`src/rtl/mod2011_pp_accumulator_if.sv`:
```
// mod2011_pp_accumulator_if
//   Stream bundle between the digit-product tables (producer of partial
//   residues) and the mod-2011 accumulator, plus the result stream to the
//   downstream consumer.
//
//   in_valid   producer -> acc   partial residue present
//   in_ready   acc -> producer   accumulator accepts a term this cycle
//   in_data    producer -> acc   11-bit partial residue, 0..2047
//   out_valid  acc -> consumer   frame result available
//   out_ready  consumer -> acc   consumer takes the result
//   out_data   acc -> consumer   11-bit reduced result, 0..2010
//
//   master: the environment side (drives terms, accepts results)
//   slave : the accumulator side
interface mod2011_pp_accumulator_if;
    logic        in_valid;
    logic        in_ready;
    logic [10:0] in_data;
    logic        out_valid;
    logic        out_ready;
    logic [10:0] out_data;

    modport master (
        output in_valid,
        output in_data,
        output out_ready,
        input  in_ready,
        input  out_valid,
        input  out_data
    );

    modport slave (
        input  in_valid,
        input  in_data,
        input  out_ready,
        output in_ready,
        output out_valid,
        output out_data
    );
endinterface

```
`src/rtl/mod2011_pp_accumulator.sv`:
```
// mod2011_pp_accumulator
//   Sums TERMS partial residues per frame modulo 2011 and presents the
//   reduced result on a registered valid/ready output.
//
//   state | meaning
//   ------+-------------------------------------------------------------
//   ACC   | accepting terms; in_ready high, running sum in acc_q
//   DONE  | frame result held on out_data/out_valid until handshake
//
//   Ports
//   clk    rising-edge clock
//   rst_n  asynchronous active-low reset
//   clr    synchronous frame abort (priority over a same-cycle accept)
//   bus    slave side of mod2011_pp_accumulator_if (term in, result out)
//   busy   at least one term of the current frame has been accepted
module mod2011_pp_accumulator #(
    parameter int TERMS = 16
) (
    input  logic                           clk,
    input  logic                           rst_n,
    input  logic                           clr,
    mod2011_pp_accumulator_if.slave        bus,
    output logic                           busy
);

    // Modulus is fixed for this datapath, hence not a parameter.
    localparam logic [10:0] MOD      = 11'd2011;
    localparam logic [11:0] MOD_W    = 12'd2011;
    localparam logic [5:0]  LAST_CNT = 6'(TERMS - 1);

    typedef enum logic {
        ACC  = 1'b0,
        DONE = 1'b1
    } state_t;

    state_t      state_q, state_d;
    logic [10:0] acc_q, acc_d;
    logic [5:0]  cnt_q, cnt_d;
    logic        out_valid_q, out_valid_d;
    logic [10:0] out_data_q, out_data_d;

    logic [10:0] term_red;
    logic [11:0] sum;
    logic [10:0] sum_red;
    logic        accept;

    // Terms above the modulus only span 2011..2047, so a single
    // conditional subtract fully reduces them.
    assign term_red = (bus.in_data >= MOD) ? (bus.in_data - MOD) : bus.in_data;

    // acc and term_red are both <= 2010, so sum <= 4020 and one
    // conditional subtract brings it back into 0..2010.
    assign sum     = {1'b0, acc_q} + {1'b0, term_red};
    assign sum_red = 11'((sum >= MOD_W) ? (sum - MOD_W) : sum);

    assign accept  = bus.in_valid && (state_q == ACC);

    always_comb begin
        state_d     = state_q;
        acc_d       = acc_q;
        cnt_d       = cnt_q;
        out_valid_d = out_valid_q;
        out_data_d  = out_data_q;

        if (clr) begin
            // Abort wins: the term presented this cycle is discarded and a
            // pending result is dropped without a handshake.
            acc_d = '0;
            cnt_d = '0;
            if (state_q == DONE) begin
                out_valid_d = 1'b0;
                state_d     = ACC;
            end
        end else begin
            case (state_q)
                ACC: begin
                    if (accept) begin
                        if (cnt_q == LAST_CNT) begin
                            out_data_d  = sum_red;
                            out_valid_d = 1'b1;
                            acc_d       = '0;
                            cnt_d       = '0;
                            state_d     = DONE;
                        end else begin
                            acc_d = sum_red;
                            cnt_d = cnt_q + 6'd1;
                        end
                    end
                end
                DONE: begin
                    if (bus.out_ready) begin
                        out_valid_d = 1'b0;
                        state_d     = ACC;
                    end
                end
                default: begin
                    state_d = ACC;
                end
            endcase
        end
    end

    always_ff @(posedge clk or negedge rst_n) begin
        if (!rst_n) begin
            state_q     <= ACC;
            acc_q       <= '0;
            cnt_q       <= '0;
            out_valid_q <= 1'b0;
            out_data_q  <= '0;
        end else begin
            state_q     <= state_d;
            acc_q       <= acc_d;
            cnt_q       <= cnt_d;
            out_valid_q <= out_valid_d;
            out_data_q  <= out_data_d;
        end
    end

    // in_ready depends on state only, never on in_valid.
    assign bus.in_ready  = (state_q == ACC);
    assign bus.out_valid = out_valid_q;
    assign bus.out_data  = out_data_q;
    assign busy          = (state_q == ACC) && (cnt_q != 6'd0);

endmodule

```
`src/flat_wrapper.sv`:
```
// flat-port wrapper written by rule: the top's interface ports become plain ports
module mod2011_pp_accumulator_flat 
#(
    parameter int TERMS = 16
)
  (clk, rst_n, clr, busy, bus_in_valid, bus_in_data, bus_out_ready, bus_in_ready, bus_out_valid, bus_out_data);
  mod2011_pp_accumulator_if bus_i ();
  input  logic clk;
  input  logic rst_n;
  input  logic clr;
  output logic busy;
  input wire logic [$bits(bus_i.in_valid)-1:0] bus_in_valid;
  input wire logic [$bits(bus_i.in_data)-1:0] bus_in_data;
  input wire logic [$bits(bus_i.out_ready)-1:0] bus_out_ready;
  output wire logic [$bits(bus_i.in_ready)-1:0] bus_in_ready;
  output wire logic [$bits(bus_i.out_valid)-1:0] bus_out_valid;
  output wire logic [$bits(bus_i.out_data)-1:0] bus_out_data;
  assign bus_i.in_valid = bus_in_valid;
  assign bus_i.in_data = bus_in_data;
  assign bus_i.out_ready = bus_out_ready;
  assign bus_in_ready = bus_i.in_ready;
  assign bus_out_valid = bus_i.out_valid;
  assign bus_out_data = bus_i.out_data;
  mod2011_pp_accumulator #(.TERMS(TERMS)) u_core (.clk(clk), .rst_n(rst_n), .clr(clr), .bus(bus_i), .busy(busy));
endmodule
```
`config.mk`:
```
export PLATFORM = sky130hd
export DESIGN_NAME = mod2011_pp_accumulator_flat
export DESIGN_NICKNAME = d
export VERILOG_FILES = /design/src/rtl/mod2011_pp_accumulator_if.sv /design/src/rtl/mod2011_pp_accumulator.sv /design/src/flat_wrapper.sv
export SDC_FILE = /design/constraint.sdc
export NUM_CORES = 1
export LEC_CHECK = 0
export BUFFER_PORTS_ARGS = -buffer_cell sky130_fd_sc_hd__buf_2
export CORE_ASPECT_RATIO = 1.25
export CORE_UTILIZATION = 55
export DETAILED_ROUTE_END_ITERATION = 8
export PLACE_DENSITY = 0.85
export SLEW_MARGIN = 0
export SYNTH_ARGS = -nofsm -noshare
export SYNTH_HDL_FRONTEND = slang
export SYNTH_SLANG_ARGS = --single-unit
```
`constraint.sdc`:
```
create_clock -name clk -period 9.09 [get_ports clk]
set_input_delay 0 -clock clk [delete_from_list [all_inputs] [get_ports clk]]
set_output_delay 0 -clock clk [all_outputs]
set_load 0.02 [all_outputs]
```
* Word level (Yosys, flattened, before mapping)
Cells that the tools add are included.
** Word-level totals
- Bits in registers :: 30
- Input bits :: 16
- Word-level logic and storage cells :: 47
** Cells by class
- Add/sub/neg operators :: 4
- $lt $le $gt $ge :: 2
- Equality and inequality tests :: 6
- Muxes and demuxes :: 21
- Bitwise operators :: 2
- Reduce and logical (&&, ||, !) cells :: 7
** Operators with widths (count)
- $mux W11 :: 6
- $mux W6 :: 4
- $sub A11 B11 Y11 const B :: 2
- $add A11 B11 Y12 :: 1
- $ge A12 B11 Y1 const B :: 1
- $ge A11 B11 Y1 const B :: 1
- $mux W1 :: 9
- $reduce_and A4 Y1 :: 2
- $add A6 B1 Y6 const B :: 1
- $eq A6 B4 Y1 const B :: 1
- $ne A3 B2 Y1 const B :: 2
- $reduce_bool A6 Y1 :: 1
- $pmux W1 S2 :: 2
- $ne A3 B3 Y1 const B :: 1
- $logic_and A1 B1 Y1 :: 2
- $ne A2 B1 Y1 const B :: 1
- $ne A2 B2 Y1 const B :: 1
- $not A1 Y1 :: 2
- $reduce_and A2 Y1 :: 1
- $reduce_bool A2 Y1 :: 1

* Logic depth before layout (Yosys ltp)
- Word-level depth :: 9
- Gate-level depth with buffers :: 16
- Depth with buffers taken out :: 15

* Least setup slack after synthesis
OpenSTA, ideal clock, no wires.
- Path type :: input to register
- From :: in bus_in_data[0]
- To :: reg u_core.out_data_q[1] (netlist: u_core.bus.out_data[1])
- Arrival :: 3.590 ns
- Slack :: 5.364 ns
- Cell stages on the path :: 15
- Path buffers :: 1
- Path through :: ha_1 -> a211oi_1 -> nor2_1 -> o21ai_0 -> mux2_2 -> fa_1 -> ha_1 -> o22a_1 -> o221ai_1 -> a311o_1 -> o21a_4 -> o41ai_2 -> buf_6 -> mux2i_1 -> o21ai_0
** On the way
- Cells in the longest elaborated chain, start to end :: 5
- Elaborated cells on any way between the ends :: 7
- Those cells by class :: add/sub: 3; order compare: 2; mux: 2
** RTL lines
- start, declared :: RTL line flat_wrapper.sv:13 : input wire logic [$bits(bus_i.in_data)-1:0] bus_in_data;
- $sub A11 B11 Y11 or $ge A11 B11 Y1 (tied branches) :: RTL line mod2011_pp_accumulator.sv:49 : assign term_red = (bus.in_data >= MOD) ? (bus.in_data - MOD) : bus.in_data;
- $mux W11 (*) :: RTL line mod2011_pp_accumulator.sv:49
- $add A11 B11 Y12 (*) :: RTL line mod2011_pp_accumulator.sv:53 : assign sum = {1'b0, acc_q} + {1'b0, term_red};
- $sub A11 B11 Y11 or $ge A12 B11 Y1 (tied branches) :: RTL line mod2011_pp_accumulator.sv:54 : assign sum_red = 11'((sum >= MOD_W) ? (sum - MOD_W) : sum);
- $mux W11 (*) :: RTL line mod2011_pp_accumulator.sv:54
- end signal, assigned :: RTL line mod2011_pp_accumulator.sv:115 : out_data_q <= out_data_d;
- end, declared :: RTL line mod2011_pp_accumulator.sv:40 : logic [10:0] out_data_q, out_data_d;
Every way passes the cells marked *; elsewhere a longest branch is shown, timed or not.
A chain may end at the register's enable or synchronous reset.

* Worst setup path after layout
- From :: in bus_in_data[0]
- To :: reg u_core.acc_q[1]
** On the way
- Cells in the longest elaborated chain, start to end :: 9
- Elaborated cells on any way between the ends :: 11
- Those cells by class :: add/sub: 3; order compare: 2; mux: 6
** RTL lines
- $sub A11 B11 Y11 or $ge A11 B11 Y1 (tied branches) :: RTL line mod2011_pp_accumulator.sv:49
- $mux W11 (*) :: RTL line mod2011_pp_accumulator.sv:49
- $add A11 B11 Y12 (*) :: RTL line mod2011_pp_accumulator.sv:53
- $sub A11 B11 Y11 or $ge A12 B11 Y1 (tied branches) :: RTL line mod2011_pp_accumulator.sv:54
- $mux W11 (*) :: RTL line mod2011_pp_accumulator.sv:54
- $mux W11 (*) :: RTL line mod2011_pp_accumulator.sv:78 : if (cnt_q == LAST_CNT) begin
- $mux W11 (*) :: RTL line mod2011_pp_accumulator.sv:77 : if (accept) begin
- $mux W11 (*) :: RTL line mod2011_pp_accumulator.sv:75 : case (state_q)
- $mux W11 (*) :: RTL line mod2011_pp_accumulator.sv:65 : if (clr) begin
- end signal, assigned :: RTL line mod2011_pp_accumulator.sv:106 : acc_q <= '0;
- end signal, assigned :: RTL line mod2011_pp_accumulator.sv:112 : acc_q <= acc_d;
- end, declared :: RTL line mod2011_pp_accumulator.sv:37 : logic [10:0] acc_q, acc_d;
Every way passes the cells marked *; elsewhere a longest branch is shown, timed or not. The select of a mux whose other input is x is not followed.

==> results.cfg <==
[floorplanning]
die-area_um2 = 4750
core_area_um2 = 4200
rows = 26
start_util_pct = 58.6
die_w_um = 61.8
io_pins = 30
fp.dieH_um = 76.8

[clocking]
cts.htree.levels = 2
clk_path_buf_depth = 2
cts_setup_buffers = 0
cts_sinks = 30
cts_root_buffer = clkbuf_8
cts_buffers = 5
holdBufCountCts = 3
clk_latency_ns = 0.29
cts_tree = done
clk_pin_slew_ns = 0.06
cts_resized = 0

[finish]
multiInputGateArea_um2 = 1650
final_cell_area_um2 = 2750
area_growth_pct = 12.0
fillers = 359
fin_cells = 375
layout-drive-gt1-share_pct = 15.0
diodes = 0
layout.area.seq_um2 = 751
fin_nets = 352

[synth]
synthTopCellsByCount = nand2_1 (40), dfrtp_1 (30), nor2_1 (23)
seq_area_frac_synth_pct = 30.5
synth-edff-count = 0
synthMostInstantiatedCell = nand2_1
synth_area_per_cell_um2 = 8.54
synth_warnings = 0
synth.distinct_cells = 60
syn_area_um2 = 2460
ys_async_sr_fraction_pct = 100
synth_nets = 320
synth-seq-cells = 30
synthCells = 288
yosys-top-cells-area = dfrtp_1 (31%), ha_1 (7.6%), nand2_1 (6.1%), xor2_1 (4.3%), nor2_1 (3.5%)
ys.flop_type = dfrtp_1
synth_area_leader_cell = dfrtp_1
synth_top_area_share_pct = 30.5

[outcome]
outcome = finished clean

[timing]
layout_setup_ws_ns = 5.17
setup_viol = 0
hold_slack_ns = 0.226
finalHoldViolations = 0
rsz0062_at_grt = no
clock.fmax_mhz = 255
skew_ns = 0.00839
min_period_over_period_pct = 43.1
period_needed_ns = 3.92
relSlewSlack_pct = 31.7
tightestPinTransition_ns = 1.02
slew_violations = 0
setup_tns_ns = 0

[job]
drv_cap = 0

[critical_path]
r2r_slack_ns = 5.80
critPathKind = primary input to flop
crit_chain = buf_2 -> ha_1 -> a211oi_1 -> nor2_1 -> o21ai_0 -> mux2_2 -> fa_1 -> ha_1 -> o22a_1 -> o221ai_1 -> a311o_1 -> o21a_4 -> o41ai_2 -> buf_4 -> mux2i_1 -> o21ai_0
worstPathRequired_ns = 9.24
end_kind = flop
max_stage_delay_ns = 0.58
critPathMaxFanout = 11
slowest_stage = fa_1
critPathLaunchType = primary input
cp_num_buf_inv = 2
cp.arrival_ns = 4.06
crit_family = compound AO/OA/AOI/OAI gates

[drt]
first_iter_violations = 109
viasPerCell = 6.17
firstDrtPassIters = 4
dr_total_vias = 2315
finalWirelength_um = 5610
ant_nets = 0
wire_per_inst_um = 15.0
drc = 0

[placed_design]
placed_area_um2 = 2640
gp_congestion = 0.967
dp_hpwl_um = 4190
dpl.cell_count = 366
port_buffers = 29
place_ws_ns = 4.90

[grt]
grt_overflow = 0
antenna_found_initial = 0
grt_max_degree = 31
grt.total_usage_pct = 27.5
grt_pass1_wl_um = 9790
grt_pass1_vias = 2220

[power]
p_per_area_nw_per_um2 = 270
power.leakage_nw = 1.28
ir_drop_mv = 0.162

[hold_path]
hold_path_class = primary input to flop
[layout by cell type (no fill, tap or decap), drive strengths merged, types with 2 or more instances in the layout]
cell type	n
o2bb2ai	3
o211ai	2
a21o	7
o21ai	20
ha	15
and3	5
nor3	15
nand2	40
a221oi	4
o31ai	4
a31oi	4
clkbuf	6
nor2	23
xnor2	8
nor4	3
nand4	2
a21oi	14
buf	30
nand3	8
and2	7
a32oi	2
nor2b	3
inv	6
dlygate4sd3	3
mux2i	7
or4	3
mux2	2
or3	5
o21a	3
dfrtp	30
xor2	12
a22oi	3
nor3b	2
[registers in the layout, indices dropped and copies added (netlist names)]
| name | cells |
|---|---|
| u_core.state_q | 1 |
| u_core.acc_q | 11 |
| u_core.cnt_q | 6 |
| u_core.bus.out_data | 11 |
| u_core.bus.out_valid | 1 |
[final cells by class]
cell class | instances | share of cell area (%)
sequential | 30 | 27.3
multi-input combinational | 244 | 59.7
tap | 56 | 2.54
clock buffer | 6 | 3.00
inverter | 6 | 0.818
timing repair buffer | 33 | 6.63
[path summary, 6_finish.rpt]
path	from	end	depth (start not counted)
setup / recovery	bus_in_data[0]	u_core.acc_q[1]	16
hold / removal	bus_in_valid	u_core.bus.out_data[9]	5
setup reg to reg	u_core.acc_q[0]	u_core.acc_q[1]	11
hold reg to reg	u_core.bus.out_data[2]	u_core.bus.out_data[2]	2
max in group asynchronous	rst_n	u_core.acc_q[8]	2
min in group asynchronous	rst_n	u_core.bus.out_data[2]	2
[report_power, final]
| part | switching [mW] | internal [mW] | total (mW) |
|---|---|---|---|
| logic | 0.291 | 0.180 | 0.471 |
| registers | 0.0155 | 0.153 | 0.168 |
| clock network | 0.0461 | 0.0582 | 0.104 |
[per-stage QoR]
step / util, % / total power, mW
3_3_place_gp: 62.9 / 0.622
2_1_floorplan: - / 0.542
6_report: 65.6 / 0.744
5_1_grt: 65.6 / 0.803
3_5_place_dp: 62.9 / 0.630
4_1_cts: 65.6 / 0.739
[worst min-delay path: cells and delay by family]
family | cells | cell delay, ns
AOI/OAI and AO/OA | 2 | 0.19
and+or+nand+nor | 2 | 0.17
buffers and inverters | 1 | 0.10
[metal layers]
layer  track usage [%]  wire length, um  vias up
met4              10.7               93        0
met1              36.3             2560     1108
met2              44.0             2680       67
met3              4.38              281        5
li1                  -                -     1135
met5                 0                0        -
[cell families after synthesis]
logic type / count (synthesis) / share of synthesized area, %
and+or+nand+nor: 119 / 23.6
AOI/OAI and AO/OA: 80 / 24.0
DFF: 30 / 30.5
xor gates and xnor gates: 20 / 7.12
adders and majority gates: 16 / 8.44
buffers and inverters: 14 / 2.59
muxes: 9 / 3.76
Note: power is estimated with default switching activity, not from simulation.
